--- config.mk ---
export PLATFORM = sky130hd
export DESIGN_NAME = ddr_req_arbiter
export DESIGN_NICKNAME = d
export VERILOG_FILES = /design/src/rtl/ddr_arb_pkg.sv /design/src/rtl/ddr_req_arbiter_rr_pick4.sv /design/src/rtl/ddr_req_arbiter.sv
export SDC_FILE = /design/constraint.sdc
export NUM_CORES = 1
export LEC_CHECK = 0
export CAP_MARGIN = 20
export CORE_AREA = 4 4 366 368
export CTS_CLUSTER_DIAMETER = 120
export DETAILED_ROUTE_END_ITERATION = 16
export DIE_AREA = 0 0 370 372
export PLACE_DENSITY = 0.39
export SLEW_MARGIN = 5
export SYNTH_ARGS = -nofsm -noshare
export SYNTH_HDL_FRONTEND = slang
export SYNTH_SLANG_ARGS = --single-unit
--- constraint.sdc ---
create_clock -name clk_133M -period 4.2 [get_ports clk_133M]
set_input_delay 0.63 -clock clk_133M [delete_from_list [all_inputs] [get_ports clk_133M]]
set_output_delay 0.63 -clock clk_133M [all_outputs]
set_load 0.005 [all_outputs]
--- src/rtl/ddr_arb_pkg.sv ---
// Shared constants for the DDR request arbiter: command opcodes, client
// indices and the arbiter FSM state encoding.
package ddr_arb_pkg;

  localparam int unsigned N_REQ  = 5;
  localparam int unsigned OP_W   = 4;
  localparam int unsigned TAG_W  = 3;

  localparam logic [OP_W-1:0] CMD_RD = 4'b0011;
  localparam logic [OP_W-1:0] CMD_WR = 4'b0100;

  localparam int unsigned CL_CAM  = 0;
  localparam int unsigned CL_HDRW = 1;
  localparam int unsigned CL_HDRR = 2;
  localparam int unsigned CL_VGA  = 3;
  localparam int unsigned CL_UART = 4;

  typedef enum logic [0:0] {
    WAIT_INIT = 1'b0,
    RUN       = 1'b1
  } arb_state_e;

endpackage

--- src/rtl/ddr_req_arbiter_rr_pick4.sv ---
// Combinational 4-way round-robin picker.
//   elig  : eligibility, bit j = candidate j
//   ptr   : candidate index where the search starts (wraps 3 -> 0)
//   grant : one-hot winner
//   found : at least one candidate was eligible
module rr_pick4 (
  input  logic [3:0] elig,
  input  logic [1:0] ptr,
  output logic [3:0] grant,
  output logic       found
);

  logic [1:0] idx;

  // First eligible candidate at or after ptr, modulo 4.
  always_comb begin
    grant = '0;
    found = 1'b0;
    idx   = ptr;
    for (int k = 0; k < 4; k++) begin
      idx = ptr + 2'(k);
      if (!found && elig[idx]) begin
        grant[idx] = 1'b1;
        found      = 1'b1;
      end
    end
  end

endmodule

--- src/rtl/ddr_req_arbiter.sv ---
// Five-client DDR command arbiter. Camera write has strict priority, the
// other four clients share round-robin, and a per-client starvation counter
// lets a round-robin client pre-empt camera once after waiting too long.
// Grants are valid/ready handshakes; the accepted request is registered
// onto cmd_* one cycle later, and reads also push their client ID into the
// read-return routing FIFO.
//   clk_133M, rst_133M : clock, synchronous active-high reset
//   init_done          : DDR calibration complete
//   req_*              : packed per-client request bus, req_ready = grant
//   cmd_*              : command to the downstream command FIFO
//   tag_*              : read-return routing FIFO push / full
module ddr_req_arbiter
  import ddr_arb_pkg::*;
#(
  parameter int unsigned ADDR_W     = 25,
  parameter int unsigned DATA_W     = 128,
  parameter int unsigned STARVE_LIM = 64
) (
  input  logic                      clk_133M,
  input  logic                      rst_133M,
  input  logic                      init_done,
  input  logic [N_REQ-1:0]          req_valid,
  input  logic [N_REQ-1:0]          req_is_wr,
  input  logic [N_REQ*ADDR_W-1:0]   req_addr,
  input  logic [N_REQ*DATA_W-1:0]   req_wdata,
  output logic [N_REQ-1:0]          req_ready,
  output logic                      cmd_valid,
  input  logic                      cmd_ready,
  output logic [OP_W-1:0]           cmd_op,
  output logic [ADDR_W-1:0]         cmd_addr,
  output logic [DATA_W-1:0]         cmd_wdata,
  output logic                      tag_push,
  output logic [TAG_W-1:0]          tag_id,
  input  logic                      tag_full
);

  localparam int unsigned CNT_W = $clog2(STARVE_LIM + 1);

  arb_state_e         state_q, state_d;
  logic [2:0]         rr_ptr;
  logic [CNT_W-1:0]   starve_cnt [1:N_REQ-1];

  logic               slot_free;
  logic               arb_en;
  logic               starved;
  logic [N_REQ-1:0]   elig;
  logic [N_REQ-1:0]   grant;
  logic [3:0]         rr_grant;
  logic               rr_found;
  logic [TAG_W-1:0]   win_idx;
  logic               win_is_wr;
  logic [ADDR_W-1:0]  win_addr;
  logic [DATA_W-1:0]  win_wdata;

  assign slot_free = ~cmd_valid | cmd_ready;
  // Reads need room in the routing FIFO; writes never do.
  assign elig      = req_valid & (req_is_wr | {N_REQ{~tag_full}});
  // Reset suppresses grants so nothing is accepted and then discarded.
  assign arb_en    = (state_q == RUN) & slot_free & ~rst_133M;

  rr_pick4 u_rr_pick4 (
    .elig  (elig[N_REQ-1:1]),
    .ptr   (2'(rr_ptr - 3'd1)),
    .grant (rr_grant),
    .found (rr_found)
  );

  // Any round-robin client that has waited STARVE_LIM camera grants.
  always_comb begin
    starved = 1'b0;
    for (int i = 1; i < int'(N_REQ); i++) begin
      if (starve_cnt[i] >= CNT_W'(STARVE_LIM)) starved = 1'b1;
    end
  end

  // Winner selection: starved round-robin > camera > round-robin.
  always_comb begin
    grant = '0;
    if (arb_en) begin
      if (starved && rr_found)  grant = {rr_grant, 1'b0};
      else if (elig[CL_CAM])    grant[CL_CAM] = 1'b1;
      else if (rr_found)        grant = {rr_grant, 1'b0};
    end
  end

  assign req_ready = grant;

  // One-hot grant to index, then mux the winning request.
  always_comb begin
    win_idx = '0;
    for (int i = 0; i < int'(N_REQ); i++) begin
      if (grant[i]) win_idx = TAG_W'(i);
    end
  end

  assign win_is_wr = req_is_wr[win_idx];
  assign win_addr  = req_addr[win_idx*ADDR_W +: ADDR_W];
  assign win_wdata = req_wdata[win_idx*DATA_W +: DATA_W];

  // FSM state register.
  always_ff @(posedge clk_133M) begin
    if (rst_133M) state_q <= WAIT_INIT;
    else          state_q <= state_d;
  end

  // FSM next state: run only while calibration holds.
  always_comb begin
    state_d = state_q;
    case (state_q)
      WAIT_INIT: if (init_done)  state_d = RUN;
      RUN:       if (!init_done) state_d = WAIT_INIT;
      default:                   state_d = WAIT_INIT;
    endcase
  end

  // Command output register; holds while stalled, tag_push is a one-cycle pulse.
  always_ff @(posedge clk_133M) begin
    if (rst_133M) begin
      cmd_valid <= 1'b0;
      cmd_op    <= '0;
      cmd_addr  <= '0;
      cmd_wdata <= '0;
      tag_push  <= 1'b0;
      tag_id    <= '0;
    end else begin
      tag_push <= 1'b0;
      if (|grant) begin
        cmd_valid <= 1'b1;
        cmd_op    <= win_is_wr ? CMD_WR : CMD_RD;
        cmd_addr  <= win_addr;
        cmd_wdata <= win_is_wr ? win_wdata : '0;
        tag_push  <= ~win_is_wr;
        tag_id    <= win_idx;
      end else if (cmd_ready) begin
        cmd_valid <= 1'b0;
      end
    end
  end

  // Round-robin pointer: next search starts just past the last RR winner.
  always_ff @(posedge clk_133M) begin
    if (rst_133M) begin
      rr_ptr <= 3'd1;
    end else if (|grant[N_REQ-1:1]) begin
      rr_ptr <= (win_idx == 3'(CL_UART)) ? 3'd1 : win_idx + 3'd1;
    end
  end

  // Starvation counters: count camera wins while waiting eligible.
  always_ff @(posedge clk_133M) begin
    if (rst_133M) begin
      for (int i = 1; i < int'(N_REQ); i++) starve_cnt[i] <= '0;
    end else begin
      for (int i = 1; i < int'(N_REQ); i++) begin
        if (!req_valid[i] || grant[i]) begin
          starve_cnt[i] <= '0;
        end else if (elig[i] && grant[CL_CAM] &&
                     starve_cnt[i] != CNT_W'(STARVE_LIM)) begin
          starve_cnt[i] <= starve_cnt[i] + CNT_W'(1);
        end
      end
    end
  end

endmodule

==> metrics.md <==
| Metric | Value |
|---|---|
| Multiplexer area fraction after synthesis | `0.0149` |
| Critical-path top delay cell | `clkdlybuf4s50_1` |
| Reg clk slew, reported paths | `80 ps` |
| Compound-Gate Fraction of Synth Area | `0.447` |
| Register share of total power | `0.330` |
| Synth cell count leaders | `163 x dfxtp_1, 126 x a22o_1, 122 x nand2_1` |
| CP Class | `in2out` |
| Deepest level of the CTS H-tree | `4` |
| Initial antenna violation count | `50` |
| Max stage delay on crit path | `500 ps` |
| Cell Pwr Density | `237 mW/mm^2` |
| Global placement routability congestion | `0.903` |
| Worst ir drop on vdd | `0.283 mV` |
| Largest buffer count on any clock path | `2` |
| Final hold viol count | `0` |
| Largest net degree at the start of global routing | `53` |
| Starting density of the core | `0.0920` |
| Main combinational cell family by area after synthesis | `compound AO/OA/AOI/OAI gates` |
| Capture instance of the worst register-to-register path | `cmd_wdata[54]` |
| Worst Path Arrival | `3440 ps` |
| Number of warnings reported in the yosys synthesis log | `0` |
| DP Wirelength | `98.8 mm` |
| Crit path cell chain | `clkdlybuf4s50_1 > nor2b_1 > buf_4 > buf_4 > o22a_2 > buf_4 > nand2_1 > a21oi_2 > a221o_1 > nand2_1 > inv_1 > buf_4 > clkdlybuf4s50_1` |
| Worst-path maximum fanout | `5` |
| Data required time of the critical path | `3570 ps` |
| Clk_lat worst skew | `530 ps` |
| DR iter-0 viols | `1483` |
| Clock Power Share | `0.293` |
| Total grt overflow | `0` |
| Setup crit end kind | `output pin` |
| Cell type with the highest aggregate area in the netlist | `dfxtp_1` |
| Area of the die | `0.138 sq mm` |
| Cell count of the worst reg-to-reg path | `13` |
| Overall routing resource usage | `0.161` |
| Routed WL | `117 mm` |
| Flop2flop setup slack | `320 ps` |
| Vias after detailed routing | `17200` |
| Share of Yosys cell area claimed by the top area cell type | `0.271` |
| Count of boundary I/O pins | `947` |
| Switching power share of the total | `0.327` |
| Post-synthesis cell type count | `71` |
| Flip-flop and latch count after synthesis | `191` |
| Critical hold path startpoint | `cmd_wdata[45]` |
| Highest attainable clock frequency | `0.246 GHz` |
| Top-count cell post-synth | `dfxtp_1` |
| DIE WIDTH | `370 microns` |
| Main area contributors after synthesis | `dfxtp_1 27%, a22o_1 9.2%, a221oi_1 7.8%` |
| Combinational power share | `0.376` |
| Setup repair after global routing missed its margin | `yes` |
| Routed WL per cell | `27.4 microns` |
| Worst-margin pin slew | `632 ps` |
| TritonCTS Buffers | `17` |
| Worst r2r src | `rr_ptr[0]` |
| DRC Markers | `0` |
| Area share of xor/xnor cells in the synthesized design | `0.0146` |
| Slack of the critical path | `130 ps` |
| First-pass GRT wire length | `151 mm` |
| Worst Hold Depth | `2` |
| Fraction of the mapped netlist area in adder cells | `0.0166` |
| Number of buffers inserted to repair setup after CTS | `0` |
| Vias in the first global route | `17200` |
| Placeable core region | `0.131 sq mm` |
| Sort of element at the start of the critical path | `input pin` |
| Internal power | `4.18 mW` |
| Outcome | `finished, final reports clean` |
| Area share of and/or/nand/nor cells after synthesis | `0.100` |
| Seq/Total Area, Yosys | `0.341` |
| Area added between synthesis and finish | `118%` |
| Avg Vias per Cell | `4.02` |
| Switching pwr | `2.03 mW` |
| Area used by multi-input combinational logic | `0.00728 sq mm` |
| Setup skew after layout | `12.0 ps` |
| Fraction of final layout cells sized beyond drive strength 1 | `0.138` |
| Worst max-slew margin expressed relative to the limit | `0.574` |
| Cell with the most instances on the worst path | `buf_4` |
| TritonCTS clock tree | `built` |
| Cell area after technology mapping | `0.0120 sq mm` |
| Filler instances | `14700` |
| Total Nets Final | `3282` |
| Clock Sink Count | `191` |
| Worst setup slack before clock tree synthesis | `-421 ps` |
| Mean Syn Cell Area | `8.43 sq um` |
| Setup Total Neg Slack | `0 ps` |
| TritonRoute pass-1 iters | `5` |
| Root buf cell | `clkbuf_16` |
| Synth async-reset ratio | `0` |
| Max-slew violation count | `0` |
| Power, Total | `6.21 mW` |
| Remaining number of nets flagged by the antenna check after routing | `0` |
| Share of the clock period used by the worst path | `0.969` |
| Lkg Pwr | `9.20 nW` |
| HP Class | `reg2reg` |
| Synthesized instance count | `1428` |
| Area occupied by registers | `0.00411 sq mm` |
| Row count | `133` |
| Die span in y | `372 microns` |
| Clock period minus final worst setup slack | `4070 ps` |
| Commonest register cell after synthesis | `dfxtp_1` |
| Maxcap violations | `0` |
| Final setup fails | `0` |
| Endpoint with the worst hold slack | `cmd_wdata[45]` |
| Post-Synthesis Net Count | `2224` |
| PortBufs | `945` |
| Number of synthesized flops with an enable pin | `28` |
[metal layers]
| layer | vias up | routed length [microns] | global-route usage | share of wire |
|---|---|---|---|---|
| met3 | 125 | 12600 | 0.0677 | 0.11 |
| met5 | - | 108 | 0 | 0.00092 |
| met4 | 16 | 2460 | 0.0466 | 0.021 |
| li1 | 7840 | - | - | - |
| met2 | 866 | 52600 | 0.246 | 0.45 |
| met1 | 8396 | 49500 | 0.207 | 0.42 |
[kinds of logic (layout without fill, tap and decap cells)]
| family | count (synthesis) | count (layout) |
|---|---|---|
| DFF | 191 | 191 |
| muxes | 17 | 17 |
| xor gates and xnor gates | 20 | 20 |
| AOI/OAI and AO/OA | 742 | 742 |
| and+or+nand+nor | 264 | 264 |
| buffers and inverters | 177 | 1248 |
| adders and majority gates | 16 | 16 |
| other | 1 | 31 |
[what timing repair did]
action | in CTS | in global routing
pin swaps | 0 | 2
setup endpoints to repair | 3 | 6
hold buffers | 0 | 0
gates resized for setup | 1 | 19
[worst max path at each step]
stage | from | depth (start not counted) | slack (ps) | to
floorplan | rr_ptr[0] | 14 | 570 | starve_cnt[0][28]
global placement | tag_full | 15 | -390 | cmd_wdata[38]
detailed placement | tag_full | 15 | -420 | cmd_wdata[38]
CTS | rr_ptr[1] | 10 | 2 | req_ready[3]
global route | tag_full | 10 | -30 | req_ready[1]
finish | tag_full | 13 | 130 | req_ready[1]
[layout by cell type (no fill, tap or decap), drive strengths merged, types with 7 or more instances in the layout]
master / Yosys / layout
clkdlybuf4s50: 0 / 944
buf: 54 / 249
dfxtp: 163 / 163
o21ai: 133 / 133
a22o: 126 / 126
nand2: 123 / 123
a21oi: 115 / 115
a221oi: 107 / 107
a22oi: 106 / 106
nor2: 75 / 75
diode: 0 / 30
edfxtp: 28 / 28
inv: 22 / 28
o22ai: 27 / 27
a221o: 24 / 24
a211oi: 23 / 23
clkbuf: 100 / 18
ha: 16 / 16
o221ai: 15 / 15
mux2i: 13 / 13
a31oi: 13 / 13
nand3: 12 / 12
xnor2: 12 / 12
o221a: 12 / 12
a31o: 12 / 12
xor2: 8 / 8
nor3: 8 / 8
nor2b: 7 / 7
[power by group through the flow]
stage	registers [mW]	logic (mW)	clock network (mW)
floorplan	2.07	0.671	0
global placement	2.09	2.35	0
detailed placement	2.09	2.33	0
CTS	2.05	2.35	1.93
global route	2.06	2.49	1.97
finish	2.05	2.34	1.82
[worst max-delay path: cells and delay by family]
| kind | cells | cell delay [ps] |
|---|---|---|
| buffers and inverters | 7 | 1620 |
| AO/OA/AOI/OAI | 3 | 760 |
| AND/OR/NAND/NOR | 3 | 430 |
[layout make-up]
type	instances	area share
clock inverters	14	0.00602
clock buffers	18	0.0164
repair buffers	1193	0.452
flip-flops and latches	191	0.157
multi-input cells	1060	0.278
well taps	1755	0.0839
inverters	23	0.00359
diodes	30	0.00287
[flip-flops by register name (all words and copies together), names as in the netlist]
register	count
cmd_addr	25
cmd_op	2
cmd_valid	1
cmd_wdata	128
rr_ptr	2
starve_cnt	28
state_q	1
tag_id	3
tag_push	1
[stage by stage]
stage	utilization	cell area, sq um	hold slack [ps]	instances
2_1_floorplan	-	12000	447	1428
3_3_place_gp	0.195	25400	443	4222
3_5_place_dp	0.195	25400	451	4222
4_1_cts	0.199	26000	461	4254
5_1_grt	0.200	26100	482	4269
6_report	0.200	26200	457	4284
Note: power is estimated with default switching activity, not from simulation.
